**config.mk**
```make
export PLATFORM = sky130hd
export DESIGN_NAME = peak_packer
export DESIGN_NICKNAME = d
export VERILOG_FILES = /design/src/rtl/peak_packer.sv
export SDC_FILE = /design/constraint.sdc
export NUM_CORES = 1
export LEC_CHECK = 0
export ABC_AREA = 1
export BUFFER_PORTS_ARGS = -buffer_cell sky130_fd_sc_hd__buf_2
export CORE_UTILIZATION = 59
export CTS_CLUSTER_DIAMETER = 40
export DETAILED_ROUTE_END_ITERATION = 10
export PLACE_DENSITY = 0.91
export SYNTH_ARGS = -nofsm -noshare
export SYNTH_HDL_FRONTEND = slang
export SYNTH_SLANG_ARGS = --single-unit
```
**constraint.sdc**
```tcl
create_clock -name aclk -period 4.1 [get_ports aclk]
set_clock_uncertainty 0.2 [all_clocks]
set_input_delay 0.82 -clock aclk [delete_from_list [all_inputs] [get_ports aclk]]
set_output_delay 0.82 -clock aclk [all_outputs]
set_load 0.005 [all_outputs]
```
**src/rtl/peak_packer.sv**
```systemverilog
// ---------------------------------------------------------------------------
// peak_packer
//
// Purpose:
//   Tracks the running peak of each drum-pad channel over a fixed frame period.
//   At every period boundary it packs all peaks into one 256-bit word for the
//   OSC/UDP framer. The word is held on a valid/ready output until the framer
//   accepts it.
//
// Ports:
//   aclk           - system clock; all logic runs on the rising edge
//   areset         - synchronous, active-high reset
//   s_axis_tdata   - unsigned 16-bit sample magnitude
//   s_axis_tuser   - channel ID of the sample
//   s_axis_tvalid  - sample valid
//   s_axis_tready  - sample accept (low during reset, high otherwise)
//   m_axis_tdata   - peak snapshot; channel n is in bits [16n+15:16n]
//   m_axis_tvalid  - snapshot valid (output slot FULL)
//   m_axis_tready  - framer accept
//   overrun_count  - saturating count of boundaries lost to a full slot
// ---------------------------------------------------------------------------
module peak_packer #(
    parameter int NUM_CH        = 16,
    parameter int PERIOD_CYCLES = 125000
) (
    input  logic         aclk,
    input  logic         areset,
    input  logic [15:0]  s_axis_tdata,
    input  logic [3:0]   s_axis_tuser,
    input  logic         s_axis_tvalid,
    output logic         s_axis_tready,
    output logic [255:0] m_axis_tdata,
    output logic         m_axis_tvalid,
    input  logic         m_axis_tready,
    output logic [15:0]  overrun_count
);

    localparam int                 CNT_W    = $clog2(PERIOD_CYCLES);
    localparam logic [CNT_W-1:0]   CNT_LAST = CNT_W'(PERIOD_CYCLES - 1);

    localparam logic [0:0] ST_EMPTY = 1'b0;
    localparam logic [0:0] ST_FULL  = 1'b1;

    logic [0:0]       stateQ, stateD;
    logic [CNT_W-1:0] cntQ, cntD;
    logic [15:0]      peakQ [NUM_CH];
    logic [15:0]      peakD [NUM_CH];
    logic [15:0]      merged [NUM_CH];
    logic [255:0]     dataQ, dataD;
    logic [255:0]     snapshot;
    logic [15:0]      overrunQ, overrunD;
    logic             readyQ;
    logic             tick;
    logic             accept;
    logic             slotFree;

    assign s_axis_tready = readyQ;
    assign m_axis_tvalid = (stateQ == ST_FULL);
    assign m_axis_tdata  = dataQ;
    assign overrun_count = overrunQ;

    // Fold the sample accepted this cycle into each channel's peak. IDs at or
    // above NUM_CH match no channel, so they are dropped without a separate
    // range check. The merged values feed both the snapshot and the peak
    // registers, so a sample landing on the tick cycle is not lost.
    always_comb begin
        tick     = (cntQ == CNT_LAST);
        accept   = s_axis_tvalid & readyQ;
        slotFree = (stateQ == ST_EMPTY) | m_axis_tready;
        snapshot = '0;
        for (int ch = 0; ch < NUM_CH; ch++) begin
            merged[ch] = peakQ[ch];
            if (accept && (s_axis_tuser == 4'(ch)) && (s_axis_tdata > peakQ[ch])) begin
                merged[ch] = s_axis_tdata;
            end
            snapshot[16*ch +: 16] = merged[ch];
        end
    end

    // Next-state logic: period counter, output slot FSM, peak clearing and
    // overrun counting. A tick only snapshots when the slot is empty or is
    // being emptied in the same cycle; otherwise the peaks keep accumulating
    // so the next snapshot spans several periods.
    always_comb begin
        cntD     = tick ? '0 : cntQ + CNT_W'(1);
        stateD   = stateQ;
        dataD    = dataQ;
        overrunD = overrunQ;
        for (int ch = 0; ch < NUM_CH; ch++) begin
            peakD[ch] = merged[ch];
        end
        if (tick) begin
            if (slotFree) begin
                dataD  = snapshot;
                stateD = ST_FULL;
                for (int ch = 0; ch < NUM_CH; ch++) begin
                    peakD[ch] = '0;
                end
            end else if (overrunQ != 16'hFFFF) begin
                overrunD = overrunQ + 16'd1;
            end
        end else if ((stateQ == ST_FULL) && m_axis_tready) begin
            stateD = ST_EMPTY;
        end
    end

    // State registers; reset drops any pending snapshot and clears all peaks.
    always_ff @(posedge aclk) begin
        if (areset) begin
            stateQ   <= ST_EMPTY;
            cntQ     <= '0;
            dataQ    <= '0;
            overrunQ <= '0;
            readyQ   <= 1'b0;
            for (int ch = 0; ch < NUM_CH; ch++) begin
                peakQ[ch] <= '0;
            end
        end else begin
            stateQ   <= stateD;
            cntQ     <= cntD;
            dataQ    <= dataD;
            overrunQ <= overrunD;
            readyQ   <= 1'b1;
            for (int ch = 0; ch < NUM_CH; ch++) begin
                peakQ[ch] <= peakD[ch];
            end
        end
    end

endmodule

```
==> metrics <==
Setup Viol. Count Final=0; Root Buffer=clkbuf_16; TNS Setup=0 ns; GR Overflow Total=0; Syn-to-layout area delta=16.67%; worst endpoint required time=roughly 4.5 ns; Synthesized Nets=between 4k and 5k; initial antenna violation count=3; GPL Wtd Cong=between 0.9 and 1; clk sinks=547; Critical Path Fanout Max=17; final worst path period share=slightly below 80%; Max clock buf depth=3; Worst Tran Pin Value=1.293 ns; die area=47660 sq um; post-route ant nets=0; most used flip-flop cell after synthesis=dfxtp_1; post-synthesis cell count=just under 4k; TritonCTS Buffers=between 70 and 80; Final Hold Vio Count=0; core area=45770 sq um; fill count=3458; Reg area=10950 sq um; Die Ht=approximately 220 microns; RSZ-0062 raised after global routing=no; synthesized area per cell=about 7 sq um; I/O pin count=between 200 and 300; leakage power=roughly 0.016 uW; number of hold buffers added after CTS=0; mean routed wirelength per cell=18.08 microns; all-layer global routing usage=36.59%; Worst setup SP type=input pin; post-cts sizing count=0; vias in the first global route=25.47k; post-placement cell count=~4.8k; share of layout cells above drive strength 1=roughly an eighth; first-pass GRT wire length=around 140000 microns; MaxCap Viol Count=0; Post-synth ARST share=0%; Layout Nets=between 4k and 5k; # H-tree levels=3; clock slew at reported path FFs=0.06 ns; detailed-route DRC error count=0; CTS tree=done; post-CTS setup buffers=0; #FFs+latches synth=around 550; f_max=316.7 MHz; Initial Util=60.31%; Setup CP Type=input pin to flop; Yosys cell types=37; relative slew slack=a little over an eighth; pre-CTS WS=slightly above 0.6 ns; Port Buffers=slightly below 300; CP Capture Type=flop; worst vdd ir=approximately 0.00035 V; Hold/Removal Path Class=flop to flop; Avg Vias per Cell=5.675; cell area after synthesis=about 28000 sq um; Initial DRC Count=around 3.5k; Post-Route WL=88530 microns; Vias=~28k; largest net degree at the start of global routing=214; Post-synth EDFFs=0; status=complete, no violations; drt pass-1 iters=9; dpl hpwl=~55000 microns; synthesis warning total=0; top area cells in the synthesized netlist=dfxtp_1 (40%), nand2_1 (19%), ha_1 (12%); Yosys top cell area share=39.67%; Die X=~220 microns; clk_lat worst skew=about 0.62 ns; Multi-input gate area=~14000 sq um; CP arrival=between 3 and 4 ns; Yosys top cell by area=dfxtp_1; Site Rows=78; Hold Path Depth=2; Final min period=between 3 and 4 ns; PwrDens=slightly above 400 nW/um^2; final worst slack=0.9427 ns; Seq/Total Area, Yosys=about two fifths; worst reg-to-reg path cell count=8; Max Slew Vio Count=0; post-route non-filler standard cell count=4898
[registers in the layout (all words and copies together), names as in the netlist]
register,count
peakQ,256
m_axis_tdata,256
m_axis_tvalid,1
s_axis_tready,1
cntQ,17
overrun_count,16
[through the flow]
| step | util [%] | total power, uW | cell area, sq um | hold WS, ns |
|---|---|---|---|---|
| after floorplan | - | 6040 | 27610 | 0.2176 |
| after global placement | 64.54 | 6343 | 29540 | 0.2275 |
| after detailed placement | 64.54 | 6376 | 29540 | 0.2340 |
| after CTS | 70.35 | 13170 | 32200 | 0.2481 |
| after global routing | 70.35 | 13550 | 32200 | 0.2582 |
| final | 70.37 | 13200 | 32210 | 0.2459 |
[synthesized netlist by cell type (2+ instances only)]
cell type	count
nand2_1	1409
dfxtp_1	547
nand3_1	547
inv_1	400
nor2_1	372
ha_1	258
a21oi_1	115
buf_2	95
clkbuf_1	30
nand4_1	26
nor3_1	20
o21ai_0	19
nand2_2	17
a21o_1	16
buf_4	16
nor2_4	12
xor2_1	10
buf_6	9
inv_2	8
a21oi_4	4
xnor2_1	4
a21oi_2	2
nor2_2	2
nor3_2	2
nor3b_1	2
nor4_1	2
[cells in the final DEF, fill, tap and decap left out, drive strengths merged]
cell type,netlist,layout
nor4,2,2
nand3,548,548
a21oi,121,121
nand4,27,27
diode,0,4
a21o,16,16
buf,121,351
o21ai,19,19
or2,1,1
o21bai,1,1
bufinv,0,8
nand2,1426,1426
clkinvlp,0,7
ha,258,258
nand3b,1,1
xor2,10,10
a31oi,1,1
xnor2,4,4
or3,1,1
nor2,386,386
clkbuf,30,79
dfxtp,547,547
nor3,23,23
inv,408,437
clkinv,1,17
nor3b,3,3
[routing by layer]
| metal | share of wire (%) | vias to the layer above | track usage, % |
|---|---|---|---|
| met3 | 13 | 438 | 9.548 |
| met5 | 0 | - | 0 |
| met1 | 38 | 12540 | 46.26 |
| met4 | 6.7 | 0 | 23.22 |
| li1 | - | 13102 | - |
| met2 | 42 | 1716 | 55.27 |
[path summary, 6_finish.rpt]
path	end	slack (ns)	startpoint
max	m_axis_tdata[133]$_SDFFE_PP0P_	0.94	s_axis_tdata[15]
min	m_axis_tdata[150]$_SDFFE_PP0P_	0.25	m_axis_tdata[150]$_SDFFE_PP0P_
max reg2reg	m_axis_tdata[116]$_SDFFE_PP0P_	1.41	cntQ[0]$_SDFF_PP0_
min reg2reg	m_axis_tdata[150]$_SDFFE_PP0P_	0.25	m_axis_tdata[150]$_SDFFE_PP0P_
[report_power, final]
group          switching (uW)  internal, uW  leakage, uW  total (uW)
Sequential               10.1          5340      0.00441        5350
Clock                    2780          4100      0.00130        6880
Combinational             691           273       0.0107         965
Total                    3480          9720       0.0164       13200
[cell type report]
class                   instances  share of cell area (%)
multi-input cells            2848                   44.41
flip-flops and latches        547                   34.00
repair buffers                351                   6.184
clock buffers                  79                   6.037
inverters                     409                   4.790
well taps                     600                   2.331
clock inverters                60                   2.218
diodes                          4                 0.03108
[worst max-delay path: stages]
cell	delay, ns
buf_2	0.66
ha_1	0.33
nand4_1	0.15
nor2_1	0.31
nand2_1	0.14
nand2_1	0.32
nand2_2	0.32
nand2_1	0.21
nand3_1	0.14
nand2_1	0.11
[kinds of logic after synthesis]
group / Yosys count / synth area share, %
flops: 547 / 39.67
buf+inv: 560 / 8.548
compound gates: 158 / 3.213
fa+ha+maj: 258 / 11.69
xor+xnor: 14 / 0.4441
simple gates: 2418 / 36.43
Note: power is estimated with default switching activity, not from simulation.
